==> src/rtl/if_prefetch_queue.sv <==
// if_prefetch_queue: owns the PC, issues in-order imem fetches and buffers words for ID.
// Define IFQ_BYPASS_EN to present a response to ID in its arrival cycle when the queue is empty.
//   state | meaning
//   RUN   | every returning word belongs to a live request
//   DRAIN | words requested before a redirect are still due and get dropped
module if_prefetch_queue #(
  parameter int                DEPTH    = 4,
  parameter int                ADDR_W   = 32,
  parameter logic [ADDR_W-1:0] RESET_PC = '0
) (
  input  logic                     clk,
  input  logic                     reset,
  output logic                     imem_req_valid,
  input  logic                     imem_req_ready,
  output logic [ADDR_W-1:0]        imem_req_addr,
  input  logic                     imem_resp_valid,
  input  logic [31:0]              imem_resp_data,
  input  logic                     redirect_valid,
  input  logic [ADDR_W-1:0]        redirect_pc,
  output logic                     id_valid,
  input  logic                     id_ready,
  output logic [31:0]              id_instr,
  output logic [ADDR_W-1:0]        id_npc,
  output logic [$clog2(DEPTH):0]   q_count
);

  localparam int PTR_W  = $clog2(DEPTH);
  localparam int CNT_W  = PTR_W + 1;
  localparam int DISC_W = CNT_W + 4;
  localparam logic [CNT_W:0] DEPTH_C = (CNT_W + 1)'(DEPTH);

  typedef enum logic {RUN = 1'b0, DRAIN = 1'b1} state_t;

  state_t              state_q, state_d;
  logic [ADDR_W-1:0]   pc_q, pc_d;
  logic [CNT_W-1:0]    inflight_q, inflight_d;
  logic [DISC_W-1:0]   discard_q, discard_d;
  logic [PTR_W-1:0]    tag_wr_q, tag_wr_d, tag_rd_q, tag_rd_d;
  logic [PTR_W-1:0]    q_wr_q, q_wr_d, q_rd_q, q_rd_d;
  logic [CNT_W-1:0]    q_count_q, q_count_d;
  logic [31:0]         last_instr_q, last_instr_d;
  logic [ADDR_W-1:0]   last_npc_q, last_npc_d;

  logic [ADDR_W-1:0]   tag_mem_q   [DEPTH];
  logic [31:0]         instr_mem_q [DEPTH];
  logic [ADDR_W-1:0]   npc_mem_q   [DEPTH];

  logic byp, req_fire, resp_live, q_push, q_pop;

  always_ff @(posedge clk) begin
    if (!reset) begin
      state_q      <= RUN;
      pc_q         <= RESET_PC;
      inflight_q   <= '0;
      discard_q    <= '0;
      tag_wr_q     <= '0;
      tag_rd_q     <= '0;
      q_wr_q       <= '0;
      q_rd_q       <= '0;
      q_count_q    <= '0;
      last_instr_q <= '0;
      last_npc_q   <= '0;
    end else begin
      state_q      <= state_d;
      pc_q         <= pc_d;
      inflight_q   <= inflight_d;
      discard_q    <= discard_d;
      tag_wr_q     <= tag_wr_d;
      tag_rd_q     <= tag_rd_d;
      q_wr_q       <= q_wr_d;
      q_rd_q       <= q_rd_d;
      q_count_q    <= q_count_d;
      last_instr_q <= last_instr_d;
      last_npc_q   <= last_npc_d;
      if (req_fire) tag_mem_q[tag_wr_q] <= pc_q;
      if (q_push) begin
        instr_mem_q[q_wr_q] <= imem_resp_data;
        npc_mem_q[q_wr_q]   <= tag_mem_q[tag_rd_q] + ADDR_W'(4);
      end
    end
  end

  // Outputs; reset low holds both handshakes off.
  always_comb begin
`ifdef IFQ_BYPASS_EN
    byp = reset && (q_count_q == '0) && (state_q == RUN) && imem_resp_valid && !redirect_valid;
`else
    byp = 1'b0;
`endif
    imem_req_valid = reset && !redirect_valid
                     && (({1'b0, inflight_q} + {1'b0, q_count_q}) < DEPTH_C);
    imem_req_addr  = pc_q;
    id_valid       = reset && !redirect_valid && ((q_count_q != '0) || byp);
    q_count        = q_count_q;
    if (q_count_q != '0) begin
      id_instr = instr_mem_q[q_rd_q];
      id_npc   = npc_mem_q[q_rd_q];
    end else if (byp) begin
      id_instr = imem_resp_data;
      id_npc   = tag_mem_q[tag_rd_q] + ADDR_W'(4);
    end else begin
      id_instr = last_instr_q;
      id_npc   = last_npc_q;
    end
  end

  always_comb begin
    req_fire     = imem_req_valid && imem_req_ready;
    resp_live    = imem_resp_valid && (state_q == RUN) && !redirect_valid;
    q_push       = resp_live && !(byp && id_ready);
    q_pop        = id_valid && id_ready && (q_count_q != '0);
    pc_d         = pc_q;
    inflight_d   = inflight_q;
    discard_d    = discard_q;
    tag_wr_d     = tag_wr_q;
    tag_rd_d     = tag_rd_q;
    q_wr_d       = q_wr_q;
    q_rd_d       = q_rd_q;
    q_count_d    = q_count_q;
    last_instr_d = id_instr;
    last_npc_d   = id_npc;
    state_d      = state_q;
    if (redirect_valid) begin
      // A response landing in the redirect cycle is dropped and leaves the discard tally.
      pc_d       = redirect_pc;
      inflight_d = '0;
      discard_d  = discard_q + DISC_W'(inflight_q) - DISC_W'(imem_resp_valid);
      tag_rd_d   = tag_wr_q;
      q_rd_d     = q_wr_q;
      q_count_d  = '0;
      state_d    = (discard_d != '0) ? DRAIN : RUN;
    end else begin
      if (req_fire) begin
        pc_d     = pc_q + ADDR_W'(4);
        tag_wr_d = tag_wr_q + 1'b1;
      end
      if (resp_live) tag_rd_d = tag_rd_q + 1'b1;
      if (q_push) q_wr_d = q_wr_q + 1'b1;
      if (q_pop) q_rd_d = q_rd_q + 1'b1;
      inflight_d = inflight_q + CNT_W'(req_fire) - CNT_W'(resp_live);
      q_count_d  = q_count_q + CNT_W'(q_push) - CNT_W'(q_pop);
      case (state_q)
        RUN: state_d = RUN;
        DRAIN: begin
          if (imem_resp_valid) begin
            discard_d = discard_q - 1'b1;
            if (discard_q == DISC_W'(1)) state_d = RUN;
          end
        end
        default: state_d = RUN;
      endcase
    end
  end

endmodule

==> config.mk <==
export PLATFORM = sky130hd
export DESIGN_NAME = if_prefetch_queue
export DESIGN_NICKNAME = d
export VERILOG_FILES = /design/src/rtl/if_prefetch_queue.sv
export SDC_FILE = /design/constraint.sdc
export NUM_CORES = 1
export LEC_CHECK = 0
export CORE_MARGIN = 3
export CORE_UTILIZATION = 48
export DETAILED_ROUTE_END_ITERATION = 10
export DONT_BUFFER_PORTS = 1
export GPL_TIMING_DRIVEN = 0
export HOLD_SLACK_MARGIN = 0.12
export PLACE_DENSITY = 0.7
export REMOVE_ABC_BUFFERS = 1
export SETUP_SLACK_MARGIN = 0.2
export SYNTH_ARGS = -nofsm -noshare
export SYNTH_HDL_FRONTEND = slang
export SYNTH_SLANG_ARGS = --single-unit
==> constraint.sdc <==
create_clock -name clk -period 4.3 [get_ports clk]
set_input_delay 1.075 -clock clk [delete_from_list [all_inputs] [get_ports clk]]
set_output_delay 1.075 -clock clk [all_outputs]
set_load 0.01 [all_outputs]
Word level (Yosys, flattened, before mapping). Memory sizes are Yosys's and may differ from the RTL's. A register that Yosys moved wholly into a read port is not among the register bits. Cells that the tools add are included.

Bits in writable memories: 384. Memories: 3. Input port bits: 70. Output and inout bits: 101. Flip-flop bits (word level): 118. Word-level logic and storage cells: 81.

Mux-type cells: 28. $lt $le $gt $ge: 1. Reductions and logical operators: 20. Equality and inequality tests: 1. Add/subtract/negate cells: 14. Bitwise gates (word level): 3.

Memory list: instr_mem_q (words 4, bits a word 32, read ports 1, clocked after memory_dff 1, wr ports 1, line 45) `logic [31:0] instr_mem_q [DEPTH];`; npc_mem_q (words 4, bits a word 32, read ports 1, clocked after memory_dff 1, wr ports 1, line 46) `logic [ADDR_W-1:0] npc_mem_q [DEPTH];`; tag_mem_q (words 4, bits a word 32, read ports 1, clocked after memory_dff 1, wr ports 1, line 44) `logic [ADDR_W-1:0] tag_mem_q [DEPTH];`.

Operators with widths (count): $mux 32 (4); $add 32x3->32 const B (2); $mux 7 (3); $mux 2 (10); $mux 1 (10); $reduce_bool 2->1 (5); $add 2x1->2 const B (4); $logic_and 1x1->1 (8); $add 7x3->7 (1); $eq 7x1->1 const B (1); $reduce_bool 7->1 (1); $sub 7x1->7 (1); $sub 7x1->7 const B (1); $add 3x1->3 (2); $reduce_and 2->1 (3); $sub 3x1->3 (2); $add 3x3->4 (1); $lt 4x3->1 const B (1); $not 1->1 (3); $reduce_bool 3->1 (1); $pmux 1 s2 (1); $reduce_or 2->1 (1); $logic_not 1->1 (1).

Depth between registers and ports, before layout.
Depth after elaboration: 9. Gate-level depth with buffers: 15. Mapped depth without buffers: 12.

Worst setup path before layout. Ideal clock, no wire load.

Path kind: input-to-reg. From: in redirect_valid. To: mem instr_mem_q[0][0], enable pin. Setup time: 0.429 ns. Buffers on the path: 2. Stages on the path: 4. Setup slack: 0.713 ns. Arrival time: 3.158 ns. Required time: 3.871 ns. Path through: buf_2 -> buf_1 -> nor2_1 -> and3_1.

Longest elaborated chain between the ends: 5.

Ends and longest elaborated chain: from (decl) (line 18) `input logic redirect_valid,`; $logic_not 1->1 (line 109) `resp_live = imem_resp_valid && (state_q == RUN) && !redirect_valid;`; $logic_and 1x1->1 (line 109); $mux 1 (line 76) `if (q_push) begin`; $mux 1 (line 51) `if (!reset) begin`; $mux 1 (not written as such) (line 77) `instr_mem_q[q_wr_q] <= imem_resp_data;`; to (decl) (line 45).

No other way between the ends.

==> impl_metrics.ini <==
[floorplanning]
chipWidth_um = 211
core_area_um2 = 41300
start_util_pct = 49.0
io_pins = 171
placementRows = 74
die_y_um = 211
dieArea_um2 = 44700

[timing]
setup_viol = 0
slew_headroom_pct = 40.6
post-route-min-period_ns = 3.81
tightestPinTransition_ns = 0.890
fmaxAchievable_mhz = 263
setup_slack_ns = 0.494
fin_skew_ns = 0.0197
rsz0062_at_grt = false
finalMaxSlewViolations = 0
hold_viol_final = 0
fin_crit_sh_pct = 88.5

[synthesis]
synthCells = 1219
synth_area_um2 = 20300
async_flop_share_pct = 0
synth_edf_count = 384
synth_area_per_cell_um2 = 16.6
synth_seq_cells = 506
ys_seq_area_share_pct = 69.0
synth_cell_types = 60
synth_flop_cell = edfxtp_1
yosys_warnings = 0

[clock_tree]
clk_latency_ns = 0.58
cts-root-buf = clkbuf_16
cts_tree = done
ctsResizeCount = 0
cts_buffer_depth = 3
cts_hold_buf = 0
numClockSinks = 506
cts_max_level = 2
clk_pin_slew_worst_paths_ns = 0.06
cts_inserted_buffers = 51
post-cts-setup-buffer-count = 0

[finish]
drive_gt1_share_pct = 22.5
nNetsFinal = 1332
mostFrequentLayoutCells = 384 x edfxtp_1, 118 x dfxtp_1, 96 x mux4_2, 69 x and2_1, 65 x mux2_2
final_common_cell = edfxtp_1
antenna_cells = 0
area_growth_pct = 12.5
stdcell_area_um2 = 22800

[power_and_ir_drop]
p_seq_share_pct = 49.7
vdd_ir_drop_max_mv = 0.273
comb_power_share_pct = 9.5
p_sw_w = 0.00252
leakagePower_nw = 7.62
clkPwrFrac_pct = 40.8
finalPower_w = 0.0112
p_int_w = 0.00873
p_per_area_nw_per_um2 = 493
switching_share_pct = 22.4

[route]
route.vias.total = 10200
first_pass_iters = 5
drt-total-wl_mm = 38.2
ant_nets = 0
drc_errors = 0
drt_iter0_drc = 690
drt-vias-per-instance = 5.68
wl_per_cell_um = 21.2

[grt]
use_met2_pct = 28.6
grt_pass1_wl_mm = 60.4
antenna_found_initial = 0
grt_pass1_vias = 10700
grt_max_degree = 79
gr-usage-met1_pct = 22.6
track_usage_pct = 17.4
gr-total-overflow = 0
grtUsageMet3_pct = 5.16
gr-max-usage-layer = met2

[setup_path]
arrival_ns = 2.73
end_kind = output pin
r2r-start = q_count[1]$_SDFF_PP0_
crit_type = reg -> out
startpoint_type = flop
cp.required_ns = 3.22
critPathMaxFanout = 39
r2r_slack_ns = 0.50
r2r_end = inflight_q[2]$_SDFF_PP0_
worstRegToRegCells = 12

[run_status]
status = finished clean

[min_path]
worstHoldStart = tag_wr_q[1]$_SDFFE_PN0P_
min_path_cells = 2
min_path_type = reg -> reg
min_to = tag_wr_q[1]$_SDFFE_PN0P_

[place]
post-dp-hpwl_mm = 23.6
pre_cts_slack_ns = 0.305
gp_congestion = 0.788
post_dp_cell_area_um2 = 21000
numPortBuffers = 0

[job]
maxCapViolations = 0
## kinds of logic (layout without fill, tap and decap cells)
| logic type | Yosys count | in the layout | share of synthesized area (%) |
|---|---|---|---|
| flip-flops | 506 | 506 | 69.0 |
| adder cells (fa/ha/maj) | 32 | 32 | 2.09 |
| AO/OA/AOI/OAI | 112 | 112 | 3.64 |
| buffers and inverters | 91 | 144 | 1.88 |
| XOR/XNOR | 48 | 48 | 2.08 |
| multiplexers | 163 | 163 | 14.4 |
| AND/OR/NAND/NOR | 267 | 267 | 6.94 |
## worst max-delay path by stage
stage | end | cells after the start
final | id_npc[31] | 3
after global routing | inflight_q[2]$_SDFF_PP0_ | 12
after CTS | id_npc[31] | 3
after detailed placement | imem_req_addr[26]$_SDFFE_PN0P_ | 7
after global placement | q_count[2]$_SDFF_PP0_ | 11
after floorplan | q_count[2]$_SDFF_PP0_ | 11
## final cells by class
cell class | count | area, um^2
fill | 3201 | 18500
sequential | 506 | 14000
multi-input combinational | 622 | 5930
clock buffer | 70 | 1490
tap | 532 | 666
clock inverter | 25 | 305
timing repair buffer | 15 | 288
inverter | 34 | 128
## cell usage after synthesis (all sizes together), types with 2 or more instances
cell type    n  area [um^2]
mux4        96         2160
o31ai        3         22.5
fa           3         60.1
nand3       22          110
xnor2       37          324
nand4       12         75.1
inv         33          124
nor3b        4         35.0
o211ai       3         22.5
nor2        57          219
edfxtp     384        11500
a22oi        5         37.5
a31oi       10         62.6
nor2b        3         18.8
nand2       47          176
a221oi       7         61.3
xor2        11         96.3
a32oi        2         17.5
dfxtp      122         2440
or4          2         18.8
a21oi       27          135
a211oi       9         67.6
a31o         4         35.0
ha          29          363
and4         5         43.8
nor4         5         31.3
a222oi       2         20.0
o21ai       24          120
mux2        65          732
nor3        14         70.1
clkbuf      34          128
o21a         3         22.5
mux2i        2         20.0
and2        74          463
or3          2         12.5
and3        15         93.8
o311a        2         20.0
buf         23          125
a21o         3         22.5
nand2b       2         12.5
## layer usage
layer	wire [um]	vias up	share of wire, %
met1	16200	5192	42
li1	-	4727	-
met4	750	0	2.0
met2	18300	268	48
met5	0	-	0
met3	2920	51	7.6
## power by group through the flow
stage | combinational (W) | clock (W) | sequential (W)
floorplan | 0.000823 | 0 | 0.00567
global placement | 0.00101 | 0 | 0.00573
detailed placement | 0.00108 | 0 | 0.00570
CTS | 0.00108 | 0.00471 | 0.00559
global route | 0.00119 | 0.00490 | 0.00561
finish | 0.00107 | 0.00458 | 0.00559
## registers in the layout, indices dropped and copies added, names as in the netlist, named ones only
signal,cells
discard_q,7
imem_req_addr,32
inflight_q,3
instr_mem_q,128
last_instr_q,32
last_npc_q,32
npc_mem_q,128
q_count,3
q_rd_q,2
q_wr_q,2
state_q,1
tag_mem_q,128
tag_rd_q,2
tag_wr_q,2
## worst max-delay path: stages (launching register included)
cell and delay (ns):
dfxtp_4 0.90, buf_16 0.30, mux4_2 0.56, mux2_2 0.33
## through the flow
step | hold WS (ns) | setup TNS, ns | utilization [%] | std cells
2_1_floorplan | 0.481 | -267.19 | - | 1162
4_1_cts | 0.548 | 0 | 55.1 | 1803
3_3_place_gp | 0.506 | -1186.49 | 50.0 | 1694
5_1_grt | 0.556 | 0 | 55.2 | 1804
3_5_place_dp | 0.539 | 0 | 50.8 | 1708
6_report | 0.540 | 0 | 55.2 | 1804
Power figures use the tool's default switching activity.
==> RTL change, RTL diff (same flow settings) <==
`DEPTH`: 4 -> 8.
--- a/src/rtl/if_prefetch_queue.sv
+++ b/src/rtl/if_prefetch_queue.sv
@@ -6,3 +6,3 @@
 module if_prefetch_queue #(
-  parameter int                DEPTH    = 4,
+  parameter int                DEPTH    = 8,
   parameter int                ADDR_W   = 32,
Ports: changed (resized q_count); port bits go from 171 to 172. The function was not compared with the original's and may differ.
==> RTL change against the original RTL <==
Sequential share of layout area increased by 1.3 points. Synthesized area increased by 77%. Routed wire length increased by 90%. Hold slack got worse by 4.0 ps. Design area increased by 80%. Critical endpoint is now id_npc[14]. Via count increased by 73%. Sequential cell count increased by 393. Worst setup slack got worse by 89 ps. Power increased by 69%.
==> RTL change: results (changes against the original RTL) <==
* Outcome: complete, no violations
* DRT met1 WL at 29.8 mm (+84%)
* Hold path depth at 0 (-2)
* Vias in the first global route at 18,800 (+76%)
* Critical Path Fanout Max at 52 (+33%)
* Fill cells at 5,512 (+72%)
* Post-synth EDFFs at 768 (+100%)
* Global Route met1 Usage at 24.0% (+1.4 points)
* Clk network pwr share at 43.3% (+2.5 points)
* CTS resizes at 6 (+6)
* First-pass GRT wire length at 111 mm (+85%)
* WL met2 at 36.7 mm (+100%)
* Vias at 17,700 (+73%)
* Worst skew pair latency at 640 ps (+60 ps)
* WL final at 72.5 mm (+90%)
* P_leak at 13.0 nW (+70%)
* Sequential share of the synthesized area at 71.5% (+2.5 points)
* Clock skew at 25.0 ps (+5.39 ps)
* Placed Area at 37,800 um2 (+80%)
* Top Registers: instr_mem_q (256), npc_mem_q (256), tag_mem_q (256)
* Gpl congestion at 0.774 (-1.8%)
* Max rail drop VDD at 0.316 mV (+16%)
* Switching Share at 20.9% (-1.5 points)
* Met3 Resource Use GR at 4.38% (-0.78 points)
* Post-detail-place hpwl at 47.2 mm (+100%)
* Ranking of synthesized cells by area: edfxtp_1 64%, mux4_2 11%, dfxtp_1 7.3%, mux2i_1 2.6%, mux4_1 1.6%
* Area grow syn2layout at 14.2%
* All-Layer GR Usage at 18.8% (+1.4 points)
* Ratio of cells with drive above 1 in the final layout at 20.5% (-2.0 points)
* Largest net degree at the start of global routing at 124 (+57%)
* CTS H-tree lvls at 3 (+1)
* Final Instance Count excl. Fillers at 3,096 (+72%)
* HP Class: in -> reg
* DP Worst Slack at -82.4 ps (-387 ps)
* DR iter-0 viols at 1,345 (+95%)
* Port bufs at 0 (unchanged)
* CP top delay family: multiplexers
* Sequential Power Share at 51.4% (+1.7 points)
* Worst path arrival time at 2820 ps (+90 ps)
* GR Util met2 at 32.3% (+3.7 points)
* Commonest cells in the netlist: 768 x edfxtp_1, 170 x mux4_2, 135 x nand2_1
* Crit-path max cell delay at 550 ps (-350 ps)
* Worst r2r path cells at 7 (-5)
* Mean Syn Cell Area at 18.0 um2 (+8.4%)
* Antenna diode count at 0 (unchanged)
* Wire length on met3 at 4.49 mm (+54%)
* FFs w/ async S/R, synth at 0% (unchanged)
* CTS Buf Count at 93 (+82%)
* Power Total at 18.9 mW (+69%)
* Count of unique library cells instantiated by Yosys at 73 (+22%)
* # placed instances at 2,919 (+71%)
* Slew @ Worst Pin at 1010 ps (+117 ps)
* # Post-CTS Setup Buffers at 1 (+1)
==> RTL change: area by class of cell <==
class                   count  share of cell area, %
repair buffers             67                   2.75
clock inverters            53                   1.63
flip-flops and latches    899                   62.6
inverters                  40                  0.366
well taps                 959                   2.92
clock buffers             121                   6.08
multi-input cells         957                   23.6
==> RTL change: cells by family after synthesis <==
family	Yosys count	synth area share, %
flops	899	71.5
simple gates	390	5.71
mux	293	15.1
compound gates	178	3.11
buf+inv	140	1.82
xor+xnor	59	1.44
fa+ha+maj	37	1.35
==> RTL change: worst paths after layout <==
kind                            slack (ps)                           to                startpoint
worst max register to register         450    tag_mem_q[2][0]$_DFFE_PP_     q_count[3]$_SDFF_PP0_
worst min-delay path                   540  instr_mem_q[7][6]$_DFFE_PP_         imem_resp_data[6]
worst min register to register         600     tag_wr_q[1]$_SDFFE_PN0P_  tag_wr_q[1]$_SDFFE_PN0P_
worst max-delay path                   410                   id_npc[14]                  register
